==> config.mk <==
export PLATFORM = sky130hd
export DESIGN_NAME = selector_n_skid
export DESIGN_NICKNAME = d
export VERILOG_FILES = /design/src/rtl/selector_pkg.sv /design/src/rtl/selector_nway_comb.sv /design/src/rtl/selector_n_skid.sv
export SDC_FILE = /design/constraint.sdc
export NUM_CORES = 1
export LEC_CHECK = 0
export BUFFER_PORTS_ARGS = -buffer_cell sky130_fd_sc_hd__buf_4
export CORE_MARGIN = 2
export CORE_UTILIZATION = 38
export CTS_BUF_LIST = sky130_fd_sc_hd__clkbuf_8
export CTS_CLUSTER_DIAMETER = 40
export CTS_CLUSTER_SIZE = 8
export DETAILED_ROUTE_END_ITERATION = 12
export GPL_TIMING_DRIVEN = 0
export PLACE_DENSITY = 0.66
export SLEW_MARGIN = 20
export SYNTH_ARGS = -nofsm -noshare
export SYNTH_HDL_FRONTEND = slang
export SYNTH_SLANG_ARGS = --single-unit
==> constraint.sdc <==
create_clock -name CLK -period 2 [get_ports CLK]
set_input_delay 0.1 -clock CLK [delete_from_list [all_inputs] [get_ports CLK]]
set_output_delay 0.1 -clock CLK [all_outputs]
set_load 0.005 [all_outputs]
==> src/rtl/selector_pkg.sv <==
// Shared state encoding and width helper for the N-way registered selector.
package selector_pkg;

    typedef enum logic [1:0] {
        EMPTY = 2'd0,
        ONE   = 2'd1,
        FULL  = 2'd2
    } state_t;

    // Ceiling log2, never below 1, so that a select field always has at least one bit.
    function automatic int sel_clog2(input int n);
        int r;
        r = 0;
        while ((1 << r) < n) r++;
        return (r < 1) ? 1 : r;
    endfunction

endpackage

==> src/rtl/selector_nway_comb.sv <==
// Purely combinational NUM_IN:1 mux. Out-of-range selects give an all-zero word and drop in_range.
module selector_nway_comb #(
    parameter int WIDTH  = 32,
    parameter int NUM_IN = 4,
    parameter int SEL_W  = 2
) (
    input  logic [NUM_IN*WIDTH-1:0] data,
    input  logic [SEL_W-1:0]        sel,
    output logic [WIDTH-1:0]        dout,
    output logic                    in_range
);

    localparam logic [SEL_W:0] LIMIT = (SEL_W+1)'(NUM_IN);

    always_comb begin
        dout     = '0;
        in_range = ({1'b0, sel} < LIMIT);
        for (int k = 0; k < NUM_IN; k++) begin
            if (sel == SEL_W'(k)) dout = data[k*WIDTH +: WIDTH];
        end
    end

endmodule

==> src/rtl/selector_n_skid.sv <==
// Registered N-way selector feeding a 2-entry skid buffer (head + skid register).
// Define SELECTOR_SEL_ERR_EN to drop out-of-range beats and pulse sel_error instead of enqueuing zero.
module selector_n_skid
    import selector_pkg::*;
#(
    parameter  int WIDTH  = 32,
    parameter  int NUM_IN = 4,
    localparam int SEL_W  = sel_clog2(NUM_IN)
) (
    input  logic                    CLK,
    input  logic                    Reset,
    input  logic [NUM_IN*WIDTH-1:0] DataIn,
    input  logic [SEL_W-1:0]        selection,
    input  logic                    in_valid,
    output logic                    in_ready,
    output logic [WIDTH-1:0]        DataOut,
    output logic                    out_valid,
    input  logic                    out_ready,
    output logic                    sel_error
);

    state_t           state, state_n;
    logic [WIDTH-1:0] head, head_n;
    logic [WIDTH-1:0] skid, skid_n;
    logic [WIDTH-1:0] sel_data;
    logic             in_range;
    logic             acc, enq, pop;

    selector_nway_comb #(
        .WIDTH  (WIDTH),
        .NUM_IN (NUM_IN),
        .SEL_W  (SEL_W)
    ) u_mux (
        .data     (DataIn),
        .sel      (selection),
        .dout     (sel_data),
        .in_range (in_range)
    );

    // Ready depends only on registered state, so no comb path from out_ready.
    assign in_ready  = (state != FULL);
    assign out_valid = (state != EMPTY);
    assign DataOut   = head;

    assign acc = in_valid & in_ready;
    assign pop = out_valid & out_ready;

`ifdef SELECTOR_SEL_ERR_EN
    logic sel_err_q;

    assign enq       = acc & in_range;
    assign sel_error = sel_err_q;

    always_ff @(posedge CLK or posedge Reset) begin
        if (Reset) sel_err_q <= 1'b0;
        else       sel_err_q <= acc & ~in_range;
    end
`else
    logic unused_range;

    assign enq          = acc;
    assign sel_error    = 1'b0;
    assign unused_range = in_range;
`endif

    always_comb begin
        state_n = state;
        head_n  = head;
        skid_n  = skid;
        case (state)
            EMPTY: begin
                if (enq) begin
                    state_n = ONE;
                    head_n  = sel_data;
                end
            end
            ONE: begin
                if (enq && pop) begin
                    head_n = sel_data;
                end else if (enq) begin
                    state_n = FULL;
                    skid_n  = sel_data;
                end else if (pop) begin
                    state_n = EMPTY;
                end
            end
            FULL: begin
                if (pop) begin
                    state_n = ONE;
                    head_n  = skid;
                end
            end
            default: state_n = EMPTY;
        endcase
    end

    always_ff @(posedge CLK or posedge Reset) begin
        if (Reset) begin
            state <= EMPTY;
            head  <= '0;
            skid  <= '0;
        end else begin
            state <= state_n;
            head  <= head_n;
            skid  <= skid_n;
        end
    end

endmodule

==> impl_metrics.csv, run 1 <==
group,metric,value,unit
placement,placed_area,0.00523,mm^2
sta,min_period,1.90,ns
sta,fmax,526,MHz
sta,fin_skew,0.00939,ns
grt,gr-total-overflow,0,
routing,wl_per_cell,17.1,um
min_path,hold_class,"in -> reg",
routing,viasPerCell,4.94,
die,rows,36,
run_status,status,"finished clean",
routing,wirelength,9.28,mm
critical_path,critPathLaunchType,"flip-flop",
sta,setup_viol,0,
cells_and_area,area_growth,44.2,%
sta,relSlewSlack,0.576,
power,power_leakage,2.53,nW
critical_path,critPathLaunch,"state[1]$_DFFE_PP0P_",
power,ir_drop,0.405,mV
die,start_util,0.390,
power,p_sw_frac,0.259,
cells_and_area,seqCellArea,0.00165,mm^2
clocking,cts_made_buffers,9,
cells_and_area,final_cell_area,0.00547,mm^2
synthesis,syn_nets,359,
routing,highest_layer,"met4",
job,maxCapViolCount,0,
routing,wl_met2,4.70,mm
critical_path,critPathKind,"reg -> reg",
synthesis,synth_largest_area_cell,"dfrtp_1",
power,sequentialPowerShare,0.416,
power,p_switching,1.34,mW
synthesis,avgSynthCellArea,16.9,um^2
cells_and_area,drive_above_1_share,0.792,
cells_and_area,diodes,0,
critical_path,worstReg2RegStart,"state[1]$_DFFE_PP0P_",
critical_path,slowest_stage,"buf_2",
grt,grt.total_usage,0.178,
grt,grt_pass1_vias,3003,
sta,maxSlewViolCount,0,
die,ioPinCount,169,
grt,grt_max_degree,36,
clocking,cts_max_level,3,
synthesis,netlist_area,0.00379,mm^2
clocking,cts_tree,"done",
clocking,clockBufferDepth,2,
synthesis,ys_types,23,
grt,antenna_found_initial,0,
die,die_h,104,um
grt,grt_pass1_wl,15.2,mm
clocking,cts_root_buffer,"clkbuf_8",
synthesis,synth_cells,225,
critical_path,slowest_delay,0.45,ns
critical_path,path_max_fanout,10,
power,p_int,3.84,mW
die,core_area,0.00973,mm^2
critical_path,arrival,2.11,ns
critical_path,required,2.21,ns
cells_and_area,multi_input_area,0.00199,mm^2
routing,firstDrtPassIters,4,
sta,rsz0062_at_grt,"no",
power,power.density,947,mW/mm^2
cells_and_area,nets,538,
die,die_area,0.0108,mm^2
sta,finalHoldViolCount,0,
routing,wl_met1,3.95,mm
synthesis,ys_warn_count,0,
clocking,clkSlewWorstSetupHoldPaths,0.07,ns
synthesis,ys_top_cells_by_area,"dfrtp_1, mux2_2, mux4_2",
synthesis,ys_ff_latch,66,
power,total_power,5.18,mW
routing,drc,0,
clocking,clock_latency,0.32,ns
routing,ant_nets,0,
cells_and_area,fillerInstances,821,
min_path,worstHoldStart,"in_valid",
routing,drt_iter0_markers,54,
placement,hpwl,7.10,mm
sta,worstMarginPinSlew,0.636,ns
placement,numPortBuffers,166,
routing,num_vias,2676,
sta,post-route-period-util,0.951,
placement,gp_congestion,0.740,
synthesis,yosysSeqAreaShare,0.435,
power,pwr-share-clk,0.236,
routing,wl_met3,538,um
clocking,cts_num_sinks,66,
critical_path,crit_chain,"mux2i_1 -> o2bb2ai_1 -> buf_2 -> mux2_4",
clocking,post-cts-setup-buffer-count,0,
critical_path,end_kind,"flip-flop",
synthesis,synth_top_area_frac,0.435,
power,p_comb_frac,0.348,
die,die_x,104,um
-- per-stage QoR --
step | setup WS (ns) | setup TNS [ns] | utilization | hold slack, ns | cells
final | 0.0982 | 0 | 0.562 | 0.0945 | 542
after global routing | 0.00529 | 0 | 0.562 | 0.0987 | 542
after CTS | 0.0137 | 0 | 0.562 | 0.0698 | 543
after detailed placement | 0.0155 | 0 | 0.537 | 0.144 | 525
after global placement | -0.655 | -43.03 | 0.535 | 0.329 | 524
after floorplan | 0.245 | 0 | - | 0.200 | 225
-- what timing repair did --
| item | in CTS | in global routing |
|---|---|---|
| setup endpoints to repair | 5 | 18 |
| endpoints found under the hold margin | 32 | 0 |
| gates resized for setup | 1 | 3 |
| hold buffers | 2 | 0 |
| gates cloned | 0 | 0 |
-- final timing paths --
path	end	slack, ns	depth (start not counted)
max	DataOut[7]$_DFFE_PP0P_	0.1	4
min	state[0]$_DFFE_PP0P_	0.09	3
max reg2reg	DataOut[7]$_DFFE_PP0P_	0.1	4
min reg2reg	skid[15]$_DFFE_PP0P_	0.50	1
max in group asynchronous	DataOut[11]$_DFFE_PP0P_	1.12	4
min in group asynchronous	skid[8]$_DFFE_PP0P_	0.35	3
-- metal layers --
layer,vias to the layer above,GRT usage
met5,-,0
met4,0,0.0637
met3,6,0.0388
met2,96,0.297
met1,1345,0.230
li1,1229,-
-- logic make-up (layout without fill, tap and decap cells) --
| group | after synthesis | count (layout) | share of synthesized area |
|---|---|---|---|
| AO/OA/AOI/OAI | 4 | 4 | 0.00726 |
| multiplexers | 129 | 129 | 0.507 |
| other | 1 | 1 | 0.000989 |
| flip-flops | 66 | 66 | 0.435 |
| AND/OR/NAND/NOR | 5 | 5 | 0.00924 |
| buffers and inverters | 20 | 204 | 0.0396 |
-- power by group through the flow --
stage          sequential (mW)  combinational (mW)  clock [mW]
2_1_floorplan             2.12                1.04           0
3_3_place_gp              2.14                1.78           0
3_5_place_dp              2.17                1.82           0
4_1_cts                   2.15                1.83        1.27
5_1_grt                   2.22                1.94        1.32
6_report                  2.15                1.80        1.22
-- final cells by class --
cell class,instances,share of cell area
inverters,1,0.00114
flip-flops and latches,66,0.302
repair buffers,169,0.235
clock inverters,6,0.0149
multi-input cells,139,0.364
well taps,133,0.0304
plain buffers,18,0.0270
clock buffers,10,0.0252
-- sequential cells by signal, indices dropped and copies added (netlist names) --
register and count:
DataOut 32, skid 32, state 2
-- cells in the final DEF (no fill, tap or decap), types with 2 or more instances in the layout --
master         instances
buf_4                167
mux2_2                68
dfrtp_1               66
mux4_2                30
mux2_4                28
clkbuf_8              10
buf_2                  5
buf_12                 4
buf_1                  3
buf_6                  2
clkbuf_2               2
mux4_1                 2
clkinv_2               2
bufinv_16              2
dlygate4sd3_1          2
-- critical path, delay by kind of cell, from the launching register on --
family / cells / cell delay [ns]
compound gates: 1 / 0.41
mux: 2 / 0.49
buf+inv: 1 / 0.45
flops: 1 / 0.43
-- cell usage after synthesis, drive strengths merged --
cell	n
o22ai	1
mux2i	1
inv	1
conb	1
dfrtp	66
mux4	32
nor3b	1
mux2	96
and3b	1
buf	15
clkbuf	4
o21bai	1
nor2b	1
a21oi	1
or2	1
o2bb2ai	1
nand2b	1
(Power assumes the default switching activity.)
==> run 2, diff against run 1 <==
- RECOVER_POWER: unset -> 100
==> impl_metrics.csv, run 2 (synthesis gave the netlist of run 1 again) <==
group,metric,value,unit
routing,wirelength,9.26,mm
cells_and_area,multi_input_area,0.00193,mm^2
critical_path,r2r-end,"DataOut[4]$_DFFE_PP0P_",
cells_and_area,area_growth,42.0,%
sta,min_period,1.89,ns
die,die_x,104,um
critical_path,r2r_cells,4,
sta,setup_viol,0,
power,sequentialPowerShare,0.426,
placement,hpwl,7.10,mm
placement,numPortBuffers,166,
routing,ant_nets,0,
routing,firstDrtPassIters,4,
die,die_area,0.0108,mm^2
cells_and_area,final_cell_mix,"buf_4, mux2_2, dfrtp_1, mux4_2, clkbuf_4",
clocking,clockBufferDepth,2,
critical_path,slowest_stage,"buf_2",
grt,antenna_found_initial,0,
clocking,cts_num_sinks,66,
clocking,clock_latency,0.33,ns
placement,placedCellCount,525,
cells_and_area,final_util,0.554,
die,rows,36,
die,start_util,0.390,
critical_path,required,2.21,ns
routing,wl_per_cell,17.1,um
min_path,hold_class,"in -> reg",
sta,finalHoldViolCount,0,
grt,grt.total_usage,0.178,
cells_and_area,seqCellArea,0.00165,mm^2
run_status,status,"finished clean",
critical_path,slowest_delay,0.44,ns
job,maxCapViolCount,0,
cells_and_area,nets,538,
grt,grt_pass1_wl,15.2,mm
power,power.density,930,mW/mm^2
critical_path,end_kind,"flip-flop",
routing,viasPerCell,4.96,
sta,fmax,530,MHz
critical_path,rrSetupSlack,0.11,ns
power,pwr-share-clk,0.245,
power,p_int,3.69,mW
routing,drt_iter0_markers,56,
power,power_leakage,2.45,nW
cells_and_area,diodes,0,
critical_path,path_max_fanout,10,
sta,post-route-period-util,0.944,
routing,num_vias,2689,
grt,grt_max_degree,36,
sta,maxSlewViolCount,0,
routing,drc,0,
critical_path,critPathKind,"reg -> reg",
critical_path,critPathLaunch,"state[1]$_DFFE_PP0P_",
clocking,cts_root_buffer,"clkbuf_8",
sta,rsz0062_at_grt,"no",
placement,placed_area,0.00523,mm^2
sta,relSlewSlack,0.120,
critical_path,endpoint,"DataOut[4]$_DFFE_PP0P_",
die,core_area,0.00973,mm^2
critical_path,worstReg2RegStart,"state[1]$_DFFE_PP0P_",
power,total_power,5.01,mW
cells_and_area,final_cell_count_no_fill,542,
clocking,cts_max_level,3,
power,p_comb_frac,0.328,
sta,hold_slack,0.0918,ns
sta,worstMarginPinSlew,1.32,ns
clocking,cts_tree,"done",
power,p_switching,1.32,mW
cells_and_area,final_cell_area,0.00539,mm^2
grt,gr-total-overflow,0,
power,ir_drop,0.402,mV
critical_path,critPathLaunchType,"flip-flop",
critical_path,arrival,2.10,ns
power,p_sw_frac,0.264,
cells_and_area,final_common_cell,"buf_4",
grt,grt_pass1_vias,3003,
die,ioPinCount,169,
placement,gp_congestion,0.740,
cells_and_area,fillerInstances,841,
clocking,clkSlewWorstSetupHoldPaths,0.08,ns
cells_and_area,drive_above_1_share,0.738,
clocking,cts_made_buffers,9,
sta,fin_skew,0.00987,ns
critical_path,crit_chain,"mux2i_1 -> o2bb2ai_1 -> buf_2 -> mux2_4",
die,die_h,104,um
## run 2: cell types whose count changed in the layout (fill, tap and decap cells not counted)
cell / delta
mux2_1: +16
buf_2: -3
clkbuf_2: +3
inv_1: +1
inv_4: -1
buf_4: -34
clkbuf_4: +29
mux2_4: -16
clkbuf_1: +5
## run 2: power groups by stage
stage          Combinational (mW)  Clock [mW]  Sequential (mW)
4_1_cts                      1.83        1.27             2.15
3_5_place_dp                 1.82           0             2.17
3_3_place_gp                 1.78           0             2.14
2_1_floorplan                1.04           0             2.12
6_report                     1.65        1.23             2.14
5_1_grt                      1.78        1.32             2.21
## run 2: metrics by stage
step	setup TNS (ns)	setup WS [ns]
after floorplan	0	0.245
after global placement	-43.03	-0.655
after detailed placement	0	0.0155
after CTS	0	0.0137
after global routing	0	0.00529
final	0	0.112
## run 2: repair_timing
action	4_1_cts	5_1_grt
resized for setup	1	3
gates cloned	0	0
setup endpoints to repair	5	18
hold buffers	2	0
setup buffers	0	0
endpoints found under the hold margin	32	0
## run 2: worst min path at each step
| stage | startpoint | endpoint | slack (ns) | cells past startpoint |
|---|---|---|---|---|
| after floorplan | out_ready | state[1]$_DFFE_PP0P_ | 0.20 | 1 |
| after global placement | out_ready | state[1]$_DFFE_PP0P_ | 0.33 | 2 |
| after detailed placement | Reset | DataOut[14]$_DFFE_PP0P_ | 0.14 | 2 |
| after CTS | in_valid | state[0]$_DFFE_PP0P_ | 0.07 | 3 |
| after global routing | in_valid | state[0]$_DFFE_PP0P_ | 0.1 | 3 |
| final | in_valid | state[0]$_DFFE_PP0P_ | 0.09 | 3 |
## run 2: worst max-delay path, delay by kind of cell (launching register included)
kind	cells	cell delay, ns
DFF	1	0.43
muxes	2	0.49
buffers and inverters	1	0.44
AOI/OAI and AO/OA	1	0.40
## run 2: final cells by class
class	count	share of cell area
multi-input cells	139	0.358
clock inverters	6	0.0151
well taps	133	0.0309
flip-flops and latches	66	0.307
inverters	1	0.000697
repair buffers	169	0.235
plain buffers	18	0.0274
clock buffers	10	0.0256
## run 2: metal layers
layer	global-route usage	share of wire	routed length [um]
met5	0	0	0
met4	0.0637	0.015	142
met3	0.0388	0.054	496
met2	0.297	0.50	4620
met1	0.230	0.43	4000
==> run 3, diff against run 2 <==
- CTS_BUF_LIST: sky130_fd_sc_hd__clkbuf_8 -> sky130_fd_sc_hd__clkbuf_4
- MAX_ROUTING_LAYER: unset -> met4
- SETUP_SLACK_MARGIN: unset -> 0.3
==> impl_metrics.csv, run 3 (synthesis gave the netlist of run 1 again) <==
group,metric,value,unit
sta,finalHoldViolCount,0,
critical_path,rrSetupSlack,0.21,ns
clocking,clkSlewWorstSetupHoldPaths,0.11,ns
placement,gp_congestion,0.725,
critical_path,slowest_delay,0.44,ns
critical_path,required,2.28,ns
power,power.density,914,mW/mm^2
critical_path,crit_chain,"nand2b_1 -> buf_6 -> clkbuf_2 -> mux2_2 -> mux2_1",
die,start_util,0.390,
cells_and_area,final_common_cell,"buf_4",
critical_path,worstReg2RegStart,"state[0]$_DFFE_PP0P_",
grt,grt_pass1_wl,15.1,mm
power,total_power,4.94,mW
clocking,cts_tree,"done",
sta,maxSlewViolCount,0,
die,die_area,0.0108,mm^2
critical_path,critPathKind,"reg -> reg",
min_path,hold_end,"state[0]$_DFFE_PP0P_",
clocking,cts_made_buffers,9,
min_path,worstHoldStart,"in_valid",
routing,wirelength,9.29,mm
clocking,cts_root_buffer,"clkbuf_4",
cells_and_area,nets,540,
grt,grt_max_degree,34,
sta,worstMarginPinSlew,0.821,ns
routing,drt_iter0_markers,52,
clocking,clockBufferDepth,2,
clocking,cts_max_level,3,
placement,placedCellCount,526,
run_status,status,"finished clean",
clocking,cts_num_sinks,66,
sta,rsz0062_at_grt,"yes",
cells_and_area,drive_above_1_share,0.747,
sta,fin_skew,0.0136,ns
placement,hpwl,7.07,mm
routing,viasPerCell,4.98,
min_path,whs_path_depth,3,
grt,antenna_found_initial,0,
sta,post-route-period-util,0.896,
clocking,post-cts-setup-buffer-count,0,
critical_path,end_kind,"flip-flop",
clocking,clock_latency,0.40,ns
cells_and_area,multi_input_area,0.00195,mm^2
job,maxCapViolCount,0,
critical_path,r2r-end,"DataOut[15]$_DFFE_PP0P_",
cells_and_area,seqCellArea,0.00165,mm^2
min_path,hold_class,"in -> reg",
grt,gr-total-overflow,0,
cells_and_area,area_growth,42.7,%
routing,ant_nets,0,
grt,grt.total_usage,0.184,
die,die_h,104,um
critical_path,arrival,2.07,ns
critical_path,critPathLaunchType,"flip-flop",
critical_path,cp_num_buf_inv,2,
critical_path,cpLargestDelayFamily,"multiplexers",
routing,num_vias,2709,
sta,fmax,558,MHz
sta,setup_viol,0,
die,die_x,104,um
cells_and_area,final_cell_mix,"buf_4, mux2_2, dfrtp_1, clkbuf_4, mux4_2",
die,rows,36,
sta,relSlewSlack,0.453,
cells_and_area,fillerInstances,860,
critical_path,r2r_cells,5,
critical_path,path_max_fanout,10,
routing,firstDrtPassIters,4,
power,power_leakage,2.44,nW
die,core_area,0.00973,mm^2
power,ir_drop,0.430,mV
die,ioPinCount,169,
placement,numPortBuffers,166,
grt,grt_pass1_vias,2965,
sta,min_period,1.79,ns
cells_and_area,diodes,0,
cells_and_area,final_cell_count_no_fill,544,
critical_path,slowest_stage,"dfrtp_2",
routing,wl_per_cell,17.1,um
routing,drc,0,
[run 3: timing repair]
action,CTS,global route
setup endpoints to repair,60,60
gates resized for setup,11,21
hold endpoints to repair,34,0
hold buffers,2,0
[run 3: layout make-up]
class                           count  area share
Multi-Input combinational cell    139       0.360
Clock inverter                      6      0.0194
Clock buffer                       10      0.0139
Sequential cell                    66       0.306
Timing Repair Buffer              170       0.236
Tap cell                          133      0.0308
Inverter                            1    0.000925
Buffer                             19      0.0340
[run 3: worst min-delay path: cells and delay by family]
family	cells	cell delay (ns)
buffers and inverters	1	0.10
AO/OA/AOI/OAI	2	0.20
[run 3: per-stage QoR]
stage	hold slack, ns	area (um^2)	setup TNS, ns	setup slack [ns]	util
finish	0.0559	5410	0	0.208	0.556
global route	0.0218	5410	0	0.146	0.556
CTS	0.0124	5480	0	0.214	0.563
detailed placement	-0.00169	5250	-0.00240	-0.00240	0.539
global placement	0.327	5210	0	0.0239	0.535
floorplan	0.200	3800	0	0.320	-
[run 3: worst max path at each step]
stage | from | endpoint | cells past startpoint
floorplan | state[0]$_DFFE_PP0P_ | DataOut[31]$_DFFE_PP0P_ | 5
global placement | state[0]$_DFFE_PP0P_ | DataOut[12]$_DFFE_PP0P_ | 5
detailed placement | state[0]$_DFFE_PP0P_ | DataOut[13]$_DFFE_PP0P_ | 5
CTS | state[1]$_DFFE_PP0P_ | DataOut[31]$_DFFE_PP0P_ | 4
global route | state[0]$_DFFE_PP0P_ | DataOut[12]$_DFFE_PP0P_ | 5
finish | state[0]$_DFFE_PP0P_ | DataOut[15]$_DFFE_PP0P_ | 5
[run 3: per-layer routing]
metal / routed length [um] / up-vias / share of wire / GRT usage
met5: 0 / - / 0 / -
li1: - / 1234 / - / -
met4: 116 / 0 / 0.012 / 0.0541
met3: 477 / 8 / 0.051 / 0.0482
met1: 3930 / 1366 / 0.42 / 0.232
met2: 4760 / 101 / 0.51 / 0.294
[run 3: report_power, final]
group | switching, mW | total [mW] | internal (mW)
Combinational | 0.556 | 1.67 | 1.12
Clock | 0.495 | 1.13 | 0.640
Sequential | 0.277 | 2.14 | 1.86
